## config.mk

```make
export PLATFORM = sky130hd
export DESIGN_NAME = control_sequencer
export DESIGN_NICKNAME = d
export VERILOG_FILES = /design/src/rtl/control_sequencer.sv
export SDC_FILE = /design/constraint.sdc
export NUM_CORES = 1
export LEC_CHECK = 0
export ABC_AREA = 1
export ABC_CLOCK_PERIOD_IN_PS = 5000
export CORE_AREA = 2 2 100 141
export CTS_BUF_LIST = sky130_fd_sc_hd__clkbuf_8
export CTS_CLUSTER_SIZE = 14
export DETAILED_ROUTE_END_ITERATION = 16
export DIE_AREA = 0 0 102 143
export HOLD_SLACK_MARGIN = 0.08
export PLACE_DENSITY_LB_ADDON = 0.2
export SLEW_MARGIN = 40
export SYNTH_ARGS = -nofsm -noshare
export SYNTH_HDL_FRONTEND = slang
export SYNTH_SLANG_ARGS = --single-unit
export TNS_END_PERCENT = 50
```

## constraint.sdc

```tcl
create_clock -name clock -period 5 [get_ports clock]
set_input_delay 1.25 -clock clock [delete_from_list [all_inputs] [get_ports clock]]
set_output_delay 1.25 -clock clock [all_outputs]
set_load 0.02 [all_outputs]
```

## src/rtl/control_sequencer.sv

```systemverilog
// Control sequencer: decodes opcode/funct3 into datapath controls, sequences memory phases,
// latches halt causes by priority, supports ecall/ebreak resume and counts retired instructions.
package control_sequencer_pkg;

    typedef enum logic [1:0] {
        MM_NOP           = 2'd0,
        MM_LOAD          = 2'd1,
        MM_STORE_PRELOAD = 2'd2,
        MM_STORE         = 2'd3
    } MemoryMode_t;

    typedef enum logic {
        IAS_CURRENT_PC = 1'b0,
        IAS_NEXT_PC    = 1'b1
    } InstructionAddressSource_t;

    typedef enum logic {
        IFM_LUI   = 1'b0,
        IFM_AUIPC = 1'b1
    } ImmediateFormerMode_t;

    typedef enum logic [1:0] {
        BAM_INCREMENT = 2'd0,
        BAM_JAL       = 2'd1,
        BAM_JALR      = 2'd2,
        BAM_BRANCH    = 2'd3
    } BranchALUMode_t;

    localparam logic [6:0] OPC_LUI    = 7'b0110111;
    localparam logic [6:0] OPC_AUIPC  = 7'b0010111;
    localparam logic [6:0] OPC_JAL    = 7'b1101111;
    localparam logic [6:0] OPC_JALR   = 7'b1100111;
    localparam logic [6:0] OPC_BRANCH = 7'b1100011;
    localparam logic [6:0] OPC_LOAD   = 7'b0000011;
    localparam logic [6:0] OPC_STORE  = 7'b0100011;
    localparam logic [6:0] OPC_OPIMM  = 7'b0010011;
    localparam logic [6:0] OPC_OP     = 7'b0110011;
    localparam logic [6:0] OPC_FENCE  = 7'b0001111;
    localparam logic [6:0] OPC_SYSTEM = 7'b1110011;

    localparam logic [2:0] HC_NONE          = 3'd0;
    localparam logic [2:0] HC_SYSTEM        = 3'd1;
    localparam logic [2:0] HC_BAD_OPCODE    = 3'd2;
    localparam logic [2:0] HC_BRANCH_FUNCT3 = 3'd3;
    localparam logic [2:0] HC_PC_MISALIGNED = 3'd4;
    localparam logic [2:0] HC_MEM_UNALIGNED = 3'd5;
    localparam logic [2:0] HC_MEM_FUNCT3    = 3'd6;
    localparam logic [2:0] HC_MEM_TIMEOUT   = 3'd7;

    localparam logic [1:0] RDS_MEM    = 2'd0;
    localparam logic [1:0] RDS_ALU    = 2'd1;
    localparam logic [1:0] RDS_IMM    = 2'd2;
    localparam logic [1:0] RDS_BRANCH = 2'd3;

endpackage

module control_sequencer
    import control_sequencer_pkg::*;
#(
    parameter int unsigned MEM_TIMEOUT       = 15,
    parameter int unsigned SUBWORD_STORE_RMW = 1,
    parameter int unsigned RETIRE_WIDTH      = 32
) (
    input  logic                        clock,
    input  logic                        nReset,
    input  logic [6:0]                  opcode,
    input  logic [2:0]                  funct3,
    input  logic                        memReady,
    input  logic                        branchALUBadFunct3,
    input  logic                        programCounterMisaligned,
    input  logic                        memoryUnalignedAccess,
    input  logic                        memoryBadFunct3,
    input  logic                        resume,
    output logic                        rdWriteEnable,
    output MemoryMode_t                 memoryMode,
    output logic [1:0]                  rdSource,
    output logic                        programCounterWriteEnable,
    output InstructionAddressSource_t   instructionAddressSource,
    output logic                        opImm,
    output ImmediateFormerMode_t        immediateFormerMode,
    output BranchALUMode_t              branchALUMode,
    output logic                        halted,
    output logic [2:0]                  haltCause,
    output logic [RETIRE_WIDTH-1:0]     retiredCount
);

    localparam int unsigned WAIT_W = 8;

    typedef enum logic [3:0] {
        S_INITIAL_FETCH = 4'b0001,
        S_FETCH_EXECUTE = 4'b0010,
        S_MEM_PHASE1    = 4'b0100,
        S_HALT          = 4'b1000
    } state_t;

    state_t                  state_q, state_d;
    logic [2:0]              cause_q, cause_d;
    logic [WAIT_W-1:0]       wait_q, wait_d;
    logic                    p1_done_q, p1_done_d;
    logic [RETIRE_WIDTH-1:0] retire_q;

    logic is_load, is_store, mem_op, known_op, subword, two_phase;
    logic active, in_phase1, stall, timeout, bad_op;
    logic [2:0] cause_c;

    assign is_load   = (opcode == OPC_LOAD);
    assign is_store  = (opcode == OPC_STORE);
    assign mem_op    = is_load | is_store;
    assign subword   = (funct3 == 3'b000) || (funct3 == 3'b001);
    assign two_phase = is_load | (is_store & subword & (SUBWORD_STORE_RMW != 0));
    assign known_op  = mem_op || (opcode == OPC_LUI) || (opcode == OPC_AUIPC)
                    || (opcode == OPC_JAL) || (opcode == OPC_JALR) || (opcode == OPC_BRANCH)
                    || (opcode == OPC_OPIMM) || (opcode == OPC_OP) || (opcode == OPC_FENCE)
                    || (opcode == OPC_SYSTEM);

    assign active    = (state_q == S_FETCH_EXECUTE) || (state_q == S_MEM_PHASE1);
    assign in_phase1 = (state_q == S_MEM_PHASE1)
                    || ((state_q == S_FETCH_EXECUTE) && two_phase && !p1_done_q);
    assign stall     = active && (mem_op || (state_q == S_MEM_PHASE1)) && !memReady;
    assign timeout   = stall && ((9'({1'b0, wait_q}) + 9'd1) >= 9'(MEM_TIMEOUT));
    assign bad_op    = !known_op || ((state_q == S_MEM_PHASE1) && !mem_op);

    // Halt cause priority: timeout > PC misaligned > unaligned > mem funct3 > branch funct3 > opcode > system
    always_comb begin
        cause_c = HC_NONE;
        if (timeout)                       cause_c = HC_MEM_TIMEOUT;
        else if (programCounterMisaligned) cause_c = HC_PC_MISALIGNED;
        else if (memoryUnalignedAccess)    cause_c = HC_MEM_UNALIGNED;
        else if (memoryBadFunct3)          cause_c = HC_MEM_FUNCT3;
        else if (branchALUBadFunct3)       cause_c = HC_BRANCH_FUNCT3;
        else if (bad_op)                   cause_c = HC_BAD_OPCODE;
        else if (opcode == OPC_SYSTEM)     cause_c = HC_SYSTEM;
    end

    always_ff @(posedge clock or negedge nReset) begin
        if (!nReset) begin
            state_q   <= S_INITIAL_FETCH;
            cause_q   <= HC_NONE;
            wait_q    <= '0;
            p1_done_q <= 1'b0;
            retire_q  <= '0;
        end else begin
            state_q   <= state_d;
            cause_q   <= cause_d;
            wait_q    <= wait_d;
            p1_done_q <= p1_done_d;
            if ((state_q == S_FETCH_EXECUTE) && programCounterWriteEnable)
                retire_q <= retire_q + RETIRE_WIDTH'(1);
        end
    end

    always_comb begin
        state_d                   = state_q;
        cause_d                   = cause_q;
        wait_d                    = '0;
        p1_done_d                 = 1'b0;
        rdWriteEnable             = 1'b0;
        memoryMode                = MM_NOP;
        rdSource                  = RDS_MEM;
        programCounterWriteEnable = 1'b0;
        instructionAddressSource  = IAS_CURRENT_PC;
        opImm                     = 1'b0;
        immediateFormerMode       = IFM_LUI;
        branchALUMode             = BAM_INCREMENT;

        case (state_q)
            S_INITIAL_FETCH: state_d = S_FETCH_EXECUTE;

            S_FETCH_EXECUTE, S_MEM_PHASE1: begin
                if (cause_c != HC_NONE) begin
                    state_d = S_HALT;
                    cause_d = cause_c;
                end else if (in_phase1) begin
                    // First phase of a load or read-modify-write store
                    memoryMode = is_load ? MM_LOAD : MM_STORE_PRELOAD;
                    if (memReady) begin
                        state_d   = S_FETCH_EXECUTE;
                        p1_done_d = 1'b1;
                    end else begin
                        state_d = S_MEM_PHASE1;
                        wait_d  = wait_q + WAIT_W'(1);
                    end
                end else if (mem_op) begin
                    memoryMode = is_load ? MM_LOAD : MM_STORE;
                    if (memReady) begin
                        rdWriteEnable             = is_load;
                        programCounterWriteEnable = 1'b1;
                        instructionAddressSource  = IAS_NEXT_PC;
                    end else begin
                        wait_d    = wait_q + WAIT_W'(1);
                        p1_done_d = p1_done_q;
                    end
                end else begin
                    programCounterWriteEnable = 1'b1;
                    instructionAddressSource  = IAS_NEXT_PC;
                    case (opcode)
                        OPC_LUI: begin
                            rdWriteEnable = 1'b1;
                            rdSource      = RDS_IMM;
                        end
                        OPC_AUIPC: begin
                            rdWriteEnable       = 1'b1;
                            rdSource            = RDS_IMM;
                            immediateFormerMode = IFM_AUIPC;
                        end
                        OPC_JAL: begin
                            rdWriteEnable = 1'b1;
                            rdSource      = RDS_BRANCH;
                            branchALUMode = BAM_JAL;
                        end
                        OPC_JALR: begin
                            rdWriteEnable = 1'b1;
                            rdSource      = RDS_BRANCH;
                            branchALUMode = BAM_JALR;
                        end
                        OPC_BRANCH: branchALUMode = BAM_BRANCH;
                        OPC_OPIMM: begin
                            rdWriteEnable = 1'b1;
                            rdSource      = RDS_ALU;
                            opImm         = 1'b1;
                        end
                        OPC_OP: begin
                            rdWriteEnable = 1'b1;
                            rdSource      = RDS_ALU;
                        end
                        default: ;
                    endcase
                end
            end

            S_HALT: begin
                // Only a system halt can be resumed; it steps past the ecall/ebreak
                if (resume && (cause_q == HC_SYSTEM)) begin
                    programCounterWriteEnable = 1'b1;
                    instructionAddressSource  = IAS_NEXT_PC;
                    state_d                   = S_FETCH_EXECUTE;
                    cause_d                   = HC_NONE;
                end
            end

            default: state_d = S_INITIAL_FETCH;
        endcase
    end

    assign halted       = (state_q == S_HALT);
    assign haltCause    = cause_q;
    assign retiredCount = retire_q;

endmodule

```

# Word level (Yosys, flattened, before mapping)
# Cells that the tools add are included.
# word_totals
out_inout_bits	47
mem_bits_ro	0
input_bits	18
wordCells	132
regBits	48
ram_bits	0
latch_bits	0
memories	0
# op_classes
n_reduce_logical	36
n_eq_ne	21
mux	63
shifts	0
n_mul	0
div_mod_pow	0
n_bitwise	3
add_sub_neg	3
order_cmp	1
# ops
operator	count
8-bit 2-to-1 mux	5
32-bit by 1-bit adder with 32-bit output (second input constant)	1
2-bit 2-to-1 mux	16
7-bit == test (second input constant)	4
1-bit 2-to-1 mux	27
7-bit by 6-bit == test with 1-bit output (second input constant)	3
3-bit 2-to-1 mux	7
7-bit by 5-bit == test with 1-bit output (second input constant)	2
1-bit logical OR	14
4-bit 2-to-1 mux	3
2-bit case mux with 3 select lines	2
4-bit case mux with 3 select lines	1
8-bit by 1-bit adder with 9-bit output (second input constant)	1
9-bit by 4-bit greater-or-equal comparator with 1-bit output (second input constant)	1
8-bit by 1-bit adder with 8-bit output (second input constant)	1
1-bit logical AND	8
2-bit OR reduction	4
7-bit by 2-bit == test with 1-bit output (second input constant)	1
7-bit by 4-bit == test with 1-bit output (second input constant)	1
3-bit by 1-bit == test with 1-bit output (second input constant)	2
3-bit case mux with 2 select lines	1
6-bit OR reduction	1
5-bit != test (second input constant)	1
4-bit by 1-bit == test with 1-bit output (second input constant)	1
other kinds (15)	19

# Depth between registers and ports, before layout
# Gate-level depths: netlist of the first run.
# depth
depth_word	23
depth_mapped	17
mapped_depth_nobuf	15

# Worst setup path before layout of the first run
# No wires, ideal clock.
# synth_path
kind	in2out
from	input port opcode[1]
to	output port rdWriteEnable
arrival_ps	2925
t_required_ps	3750
path_stages	13
n_path_buf	1
slack_ps	825
cell_sequence	nand2_1 nor2_1 nand2_1 nand3_2 nor2_1 nand2_1 nand2_1 nor2_4 nand4_4 nor2_4 nand2_2 buf_2 nor3_1
# synth_via
elab_chain_len	22
elab_cells_between_ends	49
classes_between	eq/ne (11); mux (13); bitwise (3); reduce/logical (22)
# synth_rtl
item	line_no	rtl
start: declaration	66	input logic [6:0] opcode,
7-bit by 2-bit == test with 1-bit output / 7-bit by 6-bit == test with 1-bit output (equally long branches)	106, 107	
1-bit bitwise OR	108	assign mem_op = is_load | is_store;
1-bit logical OR (2 in series)	111	assign known_op = mem_op || (opcode == OPC_LUI) || (opcode == OPC_AUIPC)
1-bit logical OR (3 in series)	112	|| (opcode == OPC_JAL) || (opcode == OPC_JALR) || (opcode == OPC_BRANCH)
1-bit logical OR (3 in series)	113	|| (opcode == OPC_OPIMM) || (opcode == OPC_OP) || (opcode == OPC_FENCE)
1-bit logical OR	114	|| (opcode == OPC_SYSTEM);
1-bit logical NOT	121	assign bad_op = !known_op || ((state_q == S_MEM_PHASE1) && !mem_op);
1-bit logical OR	121	
2-bit 2-to-1 mux	131	else if (bad_op) cause_c = HC_BAD_OPCODE;
2-bit 2-to-1 mux	130	else if (branchALUBadFunct3) cause_c = HC_BRANCH_FUNCT3;
3-bit 2-to-1 mux	129	else if (memoryBadFunct3) cause_c = HC_MEM_FUNCT3;
3-bit 2-to-1 mux	128	else if (memoryUnalignedAccess) cause_c = HC_MEM_UNALIGNED;
3-bit 2-to-1 mux	127	else if (programCounterMisaligned) cause_c = HC_PC_MISALIGNED;
3-bit 2-to-1 mux	126	if (timeout) cause_c = HC_MEM_TIMEOUT;
3-bit nonzero test	170	if (cause_c != HC_NONE) begin
1-bit 2-to-1 mux (*)	170	
1-bit 2-to-1 mux (*)	166	case (state_q)
end: declaration	74	output logic rdWriteEnable,
# Mark *: on every way between the ends. The rest lies on a longest branch, timed or not.

# Worst setup path in the final report of the first run
# layout_path
from	input port opcode[6]
to	output port immediateFormerMode
# layout_via
elab_chain_len	22
elab_cells_between_ends	47
classes_between	eq/ne (11); mux (12); bitwise (3); reduce/logical (21)
# layout_rtl
item	line_no	rtl
7-bit by 2-bit == test with 1-bit output / 7-bit by 6-bit == test with 1-bit output (equally long branches)	106, 107	
1-bit bitwise OR	108	
1-bit logical OR (2 in series)	111	
1-bit logical OR (3 in series)	112	
1-bit logical OR (3 in series)	113	
1-bit logical OR	114	
1-bit logical NOT	121	
1-bit logical OR	121	
2-bit 2-to-1 mux	131	
2-bit 2-to-1 mux	130	
3-bit 2-to-1 mux	129	
3-bit 2-to-1 mux	128	
3-bit 2-to-1 mux	127	
3-bit 2-to-1 mux	126	
3-bit nonzero test	170	
1-bit 2-to-1 mux (*)	170	
1-bit 2-to-1 mux (*)	166	
end: declaration	80	output ImmediateFormerMode_t immediateFormerMode,
# Marks and branches as above.

==> results of run 1 <==
==> final timing paths <==
kind                                        to  slack, ns  cells past startpoint
hold / removal                retiredCount[31]       0.53                      2
setup / recovery           immediateFormerMode       0.42                     13
max in group asynchronous      retiredCount[7]       3.54                      2
setup reg to reg               retiredCount[2]       2.59                     14
min in group asynchronous      retiredCount[2]       1.01                      2
hold reg to reg               retiredCount[31]       0.53                      2
==> registers in the layout, summed over array words and instances (netlist names) <==
signal / count
retiredCount: 32
wait_q: 8
state_q: 4
haltCause: 3
p1_done_q: 1
==> cell type report <==
type	instances	area share
Tap cell	182	0.0535
Inverter	54	0.0476
Sequential cell	48	0.282
Clock buffer	5	0.0162
Multi-Input combinational cell	360	0.421
Clock inverter	3	0.0109
Timing Repair Buffer	72	0.169
==> kinds of logic after synthesis <==
kind of cell,count (synthesis),share of synthesized area
AND/OR/NAND/NOR,302,0.414
adder cells (fa/ha/maj),3,0.0115
buffers and inverters,64,0.0870
other,1,0.00115
AO/OA/AOI/OAI,20,0.0345
flip-flops,48,0.368
XOR/XNOR,31,0.0832
==> power breakdown <==
| part | leakage [uW] | switching (uW) | internal [uW] | total, uW |
|---|---|---|---|---|
| clock | 0.0000548 | 143 | 151 | 294 |
| sequential | 0.000653 | 12.9 | 415 | 428 |
| combinational | 0.00138 | 109 | 74.0 | 183 |
| total | 0.00209 | 265 | 640 | 905 |
==> per-layer routing <==
layer,global-route usage,share of wire,vias up
li1,-,-,1621
met1,0.161,0.43,1480
met2,0.245,0.51,75
met3,0.0220,0.039,15
met4,0.0449,0.020,0
met5,0,0,-
==> layout by cell type (no fill, tap or decap), types with 2 or more instances in the layout <==
cell	count
inv_2	2
nor2_2	4
a21oi_1	3
dlymetal6s2s_1	11
xnor2_1	8
clkbuf_8	5
nand4_1	10
nor3_1	24
nor2_1	52
o21ai_1	3
xor2_1	23
nor2_4	2
nor4_1	6
inv_1	52
clkdlybuf4s50_1	51
nand3_2	4
conb_1	4
ha_1	3
buf_4	9
dfrtp_1	47
o21ai_0	9
nand3_1	39
nand2_2	13
nand2_1	146
==> worst register-to-register path, delay by kind of cell, from the launching register on <==
family	cells	cell delay [ns]
AOI/OAI and AO/OA	1	0.08
xor gates and xnor gates	1	0.13
adders and majority gates	1	0.26
buffers and inverters	1	0.28
DFF	1	0.49
and+or+nand+nor	10	1.07
==> metrics by stage <==
stage	power (uW)	instance area (um^2)	setup TNS [ns]	utilization
global placement	619	4120	-0.00924	0.310
CTS	922	4230	0	0.319
finish	905	4260	0	0.321
floorplan	546	3280	0	-
detailed placement	622	4120	0	0.310
global route	964	4260	0	0.321
==> metrics.md, run 1 <==
| Metric | Value |
|---|---|
| Status | complete, no violations |
| CTS resizes | 0 |
| Multi-input logic area | 0.00179 mm^2 |
| Max Buffers Root-to-Sink | 2 |
| H-tree levels | 2 |
| Routed wire per std cell | 13.1 um |
| Yosys reg bits | 48 |
| Setup violators final | 0 |
| Fin. max-slew vios | 0 |
| Launching point of the worst reg2reg path | wait_q[0] |
| DP Wirelength | 7.27 mm |
| Rel. slew slack | 0.575 |
| Net count reported at finish | 562 |
| Pwr Density | 212 mW/mm^2 |
| CP Class | input pin to output pin |
| Buffer and inverter count on the worst path | 3 |
| Class of the worst hold path | flop to flop |
| Clock skew | 0.00983 ns |
| Syn avg cell area | 6.96 um^2 |
| Fillers | 1489 |
| Via count | 3191 |
| Hold-fix buffers, CTS | 0 |
| Largest area contributor in the netlist | dfrtp_1 |
| Slowest cell on the critical path | clkdlybuf4s50_1 |
| Worst stage delay on the critical path | 0.52 ns |
| Die height | 143 um |
| Seq/Total Area, Yosys | 0.368 |
| Top-count cell post-synth | nand2_1 |
| Final Worst Setup Slack | 0.417 ns |
| Hold Slack | 0.535 ns |
| DRT Wirelength | 9.47 mm |
| Pin count of the biggest net entering global routing | 49 |
| Initial antenna violation count | 0 |
| Top-Level Pins | 65 |
| Initial Util | 0.246 |
| Tmin final | 4.58 ns |
| Post-synth EDFFs | 0 |
| Worst path top cell family by delay | simple AND/OR/NAND/NOR gates |
| Cell row count | 50 |
| Antenna Violating Nets Remaining | 0 |
| Cell area after synthesis | 0.00326 mm^2 |
| Leakage | 0.00209 uW |
| Critical Path Sink Type | output pin |
| Layout cells sized above 1 | 0.0849 |
| Worst EP required | 3.75 ns |
| RSZ-0062 raised after global routing | false |
| Period utilization | 0.917 |
| Clk_lat worst skew | 0.32 ns |
| CTS tree | yes |
| Area growth, synth to finish | 30.5% |
| Hold wc startpoint | retiredCount[31] |
| Final hold violations | 0 |
| Clk slew on worst S/H paths | 0.09 ns |
| Worst-path fanout max | 7 |
| Yosys top cell area share | 0.360 |
| Worst Max-Slew Pin Slew | 0.637 ns |
| Primary FF master, synth | dfrtp_1 |
| Global route total overflow | 0 |
| Most common library cells after synthesis | 146 x nand2_1, 53 x nor2_1, 52 x inv_1 |
| Placed cells | 716 |
| # DRC | 0 |
| Core Area | 0.0133 mm^2 |
| Sequential cell area | 0.00120 mm^2 |
| Crit. Startpoint | opcode[6] |
| Clk sinks | 48 |
| Width of the die | 102 um |
| Post-Layout Cell Count | 724 |
| DIE AREA | 0.0146 mm^2 |
| VDD IR-drop max | 0.187 mV |
| WP data arrival | 3.33 ns |
| Syn Inst Count | 469 |
| CP dominant cell by count | nand2_1 |
| Startpoint types | input pin |
| Gpl congestion | 0.892 |
| Drt first pass iters | 4 |
| Yosys warning total | 0 |
| F_max | 0.218 GHz |
| Vias/cell | 4.41 |
| GR Util All Layers | 0.136 |
| Total CTS buffers | 5 |
| PortBufs | 63 |
| FFs w/ async S/R, synth | 1.00 |
| Dpl ws | 0.00807 ns |
| DRT iter0 DRCs | 165 |
| Max-cap violations | 0 |
| Postcts setup bufs | 0 |
| First-pass GRT wire length | 15.6 mm |
| Vias in the first global route | 3194 |
| Yosys cell types | 32 |
| Critical-path cell list | clkdlybuf4s50_1 -> nand2_1 -> nor2_2 -> nand2_1 -> nand3_2 -> nor2_1 -> nand2_1 -> nand2_1 -> nor2_4 -> nand4_4 -> buf_4 -> nor4_1 -> dlymetal6s2s_1 |
| Ant diodes | 0 |
| Top cells by area, synth | dfrtp_1 36%, nand2_1 17%, xor2_1 6.2% |
| CTS Root Cell | clkbuf_8 |
(Power assumes the default switching activity.)
==> run 2: changes to the inputs <==
- CORE_AREA: 2 2 100 141 -> 2 2 69 97
- DIE_AREA: 0 0 102 143 -> 0 0 71 99
==> metrics.md, run 2 (same netlist as run 1, synthesis figures left out) <==
| Metric | Value |
|---|---|
| Cell row count | 34 (-32%) |
| Sw Ratio | 0.289 (-0.00414) |
| Commonest non-fill, non-tap cell in the layout | nand2_1 |
| Worst-path fanout max | 4 (-3) |
| Core Area | 0.00617 mm^2 (-53%) |
| Setup violators final | 0 (unchanged) |
| Grt met2 use | 0.481 (+0.236) |
| Critical Path Sink Type | output pin |
| CP Class | input pin to output pin |
| DRT Wirelength | 8.37 mm (-12%) |
| Ant diodes | 0 (unchanged) |
| PortBufs | 63 (unchanged) |
| Width of the die | 71 um (-30%) |
| Area growth, synth to finish | 25.9% |
| DP Wirelength | 6.40 mm (-12%) |
| CTS tree | yes |
| Sum Neg Setup Slack | 0 ns (unchanged) |
| Vias/cell | 5.21 (+18%) |
| Commonest cells after routing, fill and taps aside | 146 x nand2_1, 53 x nor2_1, 52 x inv_1 |
| Postcts setup bufs | 0 (unchanged) |
| Final Worst Setup Slack | 0.401 ns (-0.0155 ns) |
| F_max | 0.217 GHz (-0.34%) |
| Largest register FFs | 32 (unchanged) |
| Met3 usage | 0.0337 (+0.0117) |
| Routed wire per std cell | 13.7 um (+4.6%) |
| Pwr Density | 219 mW/mm^2 (+3.0%) |
| Layout cells sized above 1 | 0.0796 (-0.00524) |
| Max Buffers Root-to-Sink | 2 (unchanged) |
| Top-Level Pins | 65 (unchanged) |
| Global route total overflow | 0 (unchanged) |
| Vias in the first global route | 3176 (-0.56%) |
| CTS Root Cell | clkbuf_8 |
| Max-cap violations | 0 (unchanged) |
| H-tree levels | 2 (unchanged) |
| Rel. slew slack | 0.597 (+0.0214) |
| Met1 usage | 0.277 (+0.116) |
| Drt first pass iters | 4 (unchanged) |
| Total internal power | 639 uW (about the same) |
| Clock skew | 0.0100 ns (+0.000179 ns) |
| Fillers | 563 (-62%) |
| First-pass GRT wire length | 14.2 mm (-9.5%) |
| Clk slew on worst S/H paths | 0.09 ns (about the same) |
| Gpl congestion | 0.931 (+4.5%) |
| Sequential group share of total power | 0.478 (+0.005) |
| Startpoint types | input pin |
| Net count reported at finish | 560 (-0.36%) |
| Clock network power share | 0.322 (-0.002) |
| Clk sinks | 48 (unchanged) |
| # DRC | 0 (unchanged) |
| WP data arrival | 3.35 ns (+0.02 ns) |
| Die height | 99 um (-31%) |
| GRT busiest layer | met2 |
| Comb pwr share | 0.200 (-0.002) |
| Net Sw Power | 259 uW (-2.1%) |
| Leakage | 0.00209 uW (-0.19%) |
| Via count | 3190 (-0.031%) |
| Clk_lat worst skew | 0.31 ns (about the same) |
| Period utilization | 0.920 (+0.00311) |
| Dpl ws | 0.0367 ns (+0.0286 ns) |
| DIE AREA | 0.00703 mm^2 (-52%) |
| Pin count of the biggest net entering global routing | 49 (unchanged) |
| Worst EP required | 3.75 ns (about the same) |
| VDD IR-drop max | 0.165 mV (-11%) |
| DRT iter0 DRCs | 228 (+38%) |
| Initial Util | 0.529 (+0.283) |
| Class of the worst hold path | flop to flop |
| Worst Max-Slew Pin Slew | 0.605 ns (-0.0321 ns) |
| Fin. max-slew vios | 0 (unchanged) |
| Total CTS buffers | 5 (unchanged) |
| Antenna Violating Nets Remaining | 0 (unchanged) |
| Status | complete, no violations |
| Tmin final | 4.60 ns (+0.0155 ns) |
| R2r setup slk | 2.52 ns (-0.07 ns) |
| GR Util All Layers | 0.250 (+0.115) |
| Initial antenna violation count | 0 (unchanged) |
| Final hold violations | 0 (unchanged) |
| Hold-fix buffers, CTS | 0 (unchanged) |
| RSZ-0062 raised after global routing | false |
==> run 2: changes by cell type in the layout (fill, tap and decap cells not counted), sizes merged <==
cell,previous run,this run
buf,10,8
clkinv,0,2
inv,55,54
clkinvlp,1,0
==> run 2: stage by stage <==
step | total power, uW | cell area (um^2) | utilization | hold WS [ns] | std cells
6_report | 899 | 4110 | 0.666 | 0.543 | 612
5_1_grt | 952 | 4110 | 0.666 | 0.577 | 612
4_1_cts | 909 | 4080 | 0.662 | 0.550 | 612
3_5_place_dp | 618 | 3970 | 0.643 | 0.525 | 604
2_1_floorplan | 546 | 3280 | - | 0.529 | 472
3_3_place_gp | 611 | 3960 | 0.642 | 0.508 | 604
==> run 2: area by class of cell <==
| cell class | instances | area (um^2) | share of cell area |
|---|---|---|---|
| tap | 72 | 90.1 | 0.0219 |
| sequential | 48 | 1200 | 0.293 |
| clock inverter | 3 | 47.5 | 0.0116 |
| clock buffer | 5 | 68.8 | 0.0167 |
| timing repair buffer | 70 | 708 | 0.172 |
| inverter | 54 | 203 | 0.0493 |
| multi-input combinational | 360 | 1790 | 0.435 |
==> run 2: critical path, stage by stage <==
cell	delay (ns)
clkdlybuf4s50_1	0.45
nand2_1	0.10
nor2_1	0.20
nand2_1	0.11
nand3_2	0.09
nor2_1	0.06
nand2_1	0.07
nand2_1	0.07
nor2_4	0.13
nand4_4	0.13
buf_4	0.18
nor4_1	0.20
dlymetal6s2s_1	0.29
==> run 2: worst paths after layout <==
check                      cells after the start            start             endpoint
min                                            2  retiredCount[3]      retiredCount[3]
min in group asynchronous                      1           nReset     retiredCount[12]
max reg2reg                                   14        wait_q[0]      retiredCount[2]
min reg2reg                                    2  retiredCount[3]      retiredCount[3]
max                                           13        opcode[1]  immediateFormerMode
max in group asynchronous                      1           nReset            p1_done_q
==> run 2: layer usage <==
layer / part of all wire / routed length, um / vias up
li1: - / - / 1621
met1: 0.39 / 3260 / 1473
met2: 0.55 / 4580 / 82
met3: 0.042 / 354 / 14
met4: 0.021 / 178 / 0
met5: 0 / 0 / -
==> run 2: power by group through the flow <==
stage / combinational (uW) / sequential [uW] / clock [uW]
after floorplan: 99.1 / 447 / 0
after global placement: 176 / 435 / 0
after detailed placement: 181 / 437 / 0
after CTS: 182 / 429 / 297
after global routing: 205 / 433 / 314
final: 180 / 429 / 290
==> run 2: repair_timing <==
action,4_1_cts,5_1_grt
hold endpoints to repair,0,0
endpoints found under the setup margin,0,11
gates resized for setup,0,11
